File: src/rtl/filt_pkg.sv
`default_nettype none
// ============================================================================
//  Module   : filt_pkg
//  Brief    : Shared defaults and helpers for the sig_filter debounce block.
//  Revision : 1.0  initial release
// ============================================================================
package filt_pkg;

  // Default filter depth and synchroniser length
  localparam int FILT_STABLE_CYCLES = 4;
  localparam int FILT_SYNC_STAGES   = 2;

  // Counter width for a given filter depth. A depth of 1 would give a
  // zero-width counter, so the result is clamped to at least one bit.
  function automatic int cnt_width(input int stable_cycles);
    return (stable_cycles > 1) ? $clog2(stable_cycles) : 1;
  endfunction

endpackage : filt_pkg
`default_nettype wire

File: src/rtl/sync_chain.sv
`default_nettype none
// ============================================================================
//  Module   : sync_chain
//  Brief    : Flop chain that brings an asynchronous bit into the clk domain.
//             All stages load RESET_VALUE on a synchronous reset.
//  Revision : 1.0  initial release
// ============================================================================
module sync_chain
  import filt_pkg::*;
#(
  parameter int   SYNC_STAGES = FILT_SYNC_STAGES,  // number of flops, >= 1
  parameter logic RESET_VALUE = 1'b0
) (
  input  logic clk,
  input  logic rst,
  input  logic i_async,
  output logic o_sync
);

  logic [SYNC_STAGES-1:0] r_sync;

  // A single stage cannot use the shift concatenation below (the slice
  // [SYNC_STAGES-2:0] would be empty), so it gets its own branch.
  generate
    if (SYNC_STAGES == 1) begin : g_single
      // Single-flop capture of the raw input
      always_ff @(posedge clk) begin
        if (rst) begin
          r_sync <= RESET_VALUE;
        end else begin
          r_sync <= i_async;
        end
      end
    end else begin : g_multi
      // Shift the raw input through the chain, stage 0 first
      always_ff @(posedge clk) begin
        if (rst) begin
          r_sync <= {SYNC_STAGES{RESET_VALUE}};
        end else begin
          r_sync <= {r_sync[SYNC_STAGES-2:0], i_async};
        end
      end
    end
  endgenerate

  assign o_sync = r_sync[SYNC_STAGES-1];

endmodule : sync_chain
`default_nettype wire

File: src/rtl/sig_filter.sv
`default_nettype none
// ============================================================================
//  Module   : sig_filter
//  Brief    : Glitch/debounce filter for one asynchronous input bit. The
//             output flips only after the synchronised input has shown the
//             opposite level for STABLE_CYCLES consecutive clocks.
//  Revision : 1.0  initial release
// ============================================================================
module sig_filter
  import filt_pkg::*;
#(
  parameter int   STABLE_CYCLES = FILT_STABLE_CYCLES,  // >= 1
  parameter int   SYNC_STAGES   = FILT_SYNC_STAGES,    // >= 1
  parameter logic RESET_VALUE   = 1'b0
) (
  input  logic clock,
  input  logic reset,
  input  logic sig_in,
  output logic sigout
);

  localparam int                 c_CNT_W   = cnt_width(STABLE_CYCLES);
  localparam logic [c_CNT_W-1:0] c_CNT_MAX = c_CNT_W'(STABLE_CYCLES - 1);

  logic               w_smp;
  logic [c_CNT_W-1:0] r_cnt;
  logic               r_sigout;

  sync_chain #(
    .SYNC_STAGES (SYNC_STAGES),
    .RESET_VALUE (RESET_VALUE)
  ) u_sync (
    .clk     (clock),
    .rst     (reset),
    .i_async (sig_in),
    .o_sync  (w_smp)
  );

  // Count consecutive samples that disagree with the output; flip the output
  // on the STABLE_CYCLES-th one. Any agreeing sample clears the count, so a
  // short pulse never accumulates and the counter never passes c_CNT_MAX.
  always_ff @(posedge clock) begin
    if (reset) begin
      r_cnt    <= '0;
      r_sigout <= RESET_VALUE;
    end else if (w_smp == r_sigout) begin
      r_cnt    <= '0;
    end else if (r_cnt == c_CNT_MAX) begin
      r_sigout <= w_smp;
      r_cnt    <= '0;
    end else begin
      r_cnt    <= r_cnt + 1'b1;
    end
  end

  // Output comes straight from the flop: no combinational path from sig_in
  assign sigout = r_sigout;

endmodule : sig_filter
`default_nettype wire

File: config.mk
export PLATFORM = sky130hd
export DESIGN_NAME = sig_filter
export DESIGN_NICKNAME = d
export VERILOG_FILES = /design/src/rtl/filt_pkg.sv /design/src/rtl/sync_chain.sv /design/src/rtl/sig_filter.sv
export SDC_FILE = /design/constraint.sdc
export NUM_CORES = 1
export LEC_CHECK = 0
export BUFFER_PORTS_ARGS = -buffer_cell sky130_fd_sc_hd__buf_2
export CAP_MARGIN = 20
export CORE_AREA = 3 3 40 42
export CTS_CLUSTER_DIAMETER = 40
export DETAILED_ROUTE_END_ITERATION = 8
export DIE_AREA = 0 0 43 45
export GPL_TIMING_DRIVEN = 0
export SLEW_MARGIN = 20
export SYNTH_ARGS = -nofsm -noshare
export SYNTH_HDL_FRONTEND = slang
export SYNTH_SLANG_ARGS = --single-unit
File: constraint.sdc
create_clock -name clock -period 1.2 [get_ports clock]
set_input_delay 0.12 -clock clock [delete_from_list [all_inputs] [get_ports clock]]
set_output_delay 0.12 -clock clock [all_outputs]
set_load 0.1 [all_outputs]
==> flow_summary.json <==
{
  "drc_errors": 0,
  "ios": 4,
  "hold_slack_ns": 0.09069,
  "synth_cell_types": 8,
  "antenna_left": 0,
  "outcome": "complete, no violations",
  "post_synth.cell_area_avg_sq_um": 12.99,
  "die_area_sq_um": 1935,
  "start_util_pct": 13.15,
  "cp-end-kind": "primary output",
  "diodes": 0,
  "hp-class": "input pin to register",
  "drv_cap": 0,
  "cts_tree": "yes",
  "crit_type": "register to primary output",
  "fin_skew_ns": 0.0002052,
  "ys_ff_latch": 5,
  "cts_hold_buf": 0,
  "critPathSlowestCell": "buf_2",
  "cts_sinks": 5,
  "path_buf_inv": 1,
  "drv_slew": 0,
  "yosysSeqAreaShare_pct": 59.26,
  "crit_path_start_kind": "register",
  "drive_above_1_share_pct": 40.00,
  "viasPerCell": 3.400,
  "p_per_area_nw_per_um2": 1611,
  "grtUsageTotal_pct": 4.330,
  "wl_um": 297,
  "fp-row-count": 13,
  "drtIter0Drc": 2,
  "io_buffer_count": 3,
  "worstPathRequired_ns": 1.08,
  "synthToLayoutAreaGrowth_pct": 36.30,
  "hold_viol_final": 0,
  "critPathMaxStageDelay_ns": 0.43,
  "grt_max_degree": 6,
  "antenna_found_initial": 0,
  "postCtsSetupBuffers": 0,
  "nNetsFinal": 25,
  "rsz0062_at_grt": "false",
  "fin_crit_sh_pct": 93.90,
  "fin_crit_ns": 1.127,
  "relSlewSlack_pct": 67.39,
  "num_vias": 119,
  "setup_slack_ns": 0.07325,
  "core_sq_um": 1285,
  "synth_area_sq_um": 168.9,
  "path_clk_slew_ns": 0.04,
  "critPathMaxFanout": 3,
  "die_h_um": 45,
  "grt_pass1_wl_um": 538,
  "clk_latency_ns": 0.24,
  "p_leak_nw": 0.09103,
  "worst_pin_slew_ns": 0.4925,
  "dp_slack_ns": 0.2234,
  "crit_family": "buffers and inverters",
  "wl_per_cell_um": 8.486,
  "syn_nets": 17,
  "cts-buffers-inserted": 3,
  "ctsResizeCount": 0,
  "tns_ns": 0,
  "syn_inst": 13,
  "synth_warnings": 0,
  "h-tree-depth": 1,
  "setup_viol_count_final": 0,
  "peakVddDrop_uv": 412.6,
  "overflow": 0,
  "first_pass_iters": 2,
  "clock_path_buffers": 2,
  "place.gp.congestion": 0.5792,
  "die_w_um": 43,
  "grt_pass1_vias": 131,
  "cts_root_buf": "clkbuf_4",
  "path_cells": "buf_2",
  "max_freq_mhz": 887.5,
  "crit_arrival_ns": 1.01
}
==> area by class of cell <==
cell class | count | area (sq um)
Fill cell | 140 | 1055
Sequential cell | 5 | 101.3
Multi-Input combinational cell | 8 | 68.82
Clock buffer | 4 | 26.28
Tap cell | 15 | 18.77
Timing Repair Buffer | 3 | 15.01
==> cells in the mapped netlist <==
library cell / n / area share, %
dfxtp_1: 5 / 59
nor2b_1: 2 / 7.4
ha_1: 1 / 7.4
mux2i_1: 1 / 5.9
nor2_1: 1 / 2.2
nor4_1: 1 / 3.7
nor4b_2: 1 / 8.9
xnor2_1: 1 / 5.2
==> final timing paths <==
check | start | to | slack [ns] | depth (start not counted)
max reg2reg | r_cnt[0] | sigout | 0.25 | 3
min | sig_in | u_sync.r_sync[0] | 0.09 | 2
min reg2reg | r_cnt[0] | r_cnt[0] | 0.44 | 1
max | sigout | sigout | 0.07 | 1
==> flip-flops by register name (all words and copies together), names as in the netlist <==
register       flops
sigout             1
r_cnt              2
u_sync.r_sync      2
==> metal layers <==
| metal | vias to the layer above | GRT usage (%) | part of all wire, % |
|---|---|---|---|
| li1 | 59 | - | - |
| met1 | 56 | 3.614 | 38 |
| met2 | 4 | 6.587 | 59 |
| met3 | 0 | 1.195 | 2.4 |
| met4 | 0 | 7.229 | 0 |
| met5 | - | 0 | 0 |
==> where the power goes <==
| part | total (mW) | switching [mW] | internal, mW | leakage [nW] |
|---|---|---|---|---|
| Combinational | 0.0105 | 0.00477 | 0.00578 | 0.0347 |
| Clock | 0.187 | 0.0621 | 0.125 | 0.0150 |
| Sequential | 0.173 | 0.00195 | 0.171 | 0.0413 |
==> metrics by stage <==
stage               cells  power, mW  util [%]  area (sq um)
global placement       31     0.1851     15.87         203.9
finish                 35     0.3710     17.92         230.2
global route           35     0.3969     17.92         230.2
detailed placement     31     0.1868     15.87         203.9
CTS                    35     0.3821     17.92         230.2
floorplan              13     0.1800         -         170.2
==> cell families (layout without fill, tap and decap cells) <==
logic type               after synthesis  count (layout)  share of synthesized area (%)
adder cells (fa/ha/maj)                1               1                          7.406
flip-flops                             5               5                          59.26
AND/OR/NAND/NOR                        5               5                          22.22
multiplexers                           1               1                          5.926
buffers and inverters                  0               7                              0
XOR/XNOR                               1               1                          5.186
==> cell usage in the layout, fill, tap and decap left out, drive strengths merged <==
cell type,netlist,final
buf,0,3
clkbuf,0,4
dfxtp,5,5
ha,1,1
mux2i,1,1
nor2,1,1
nor2b,2,2
nor4,1,1
nor4b,1,1
xnor2,1,1
Note: power is estimated with default switching activity, not from simulation.
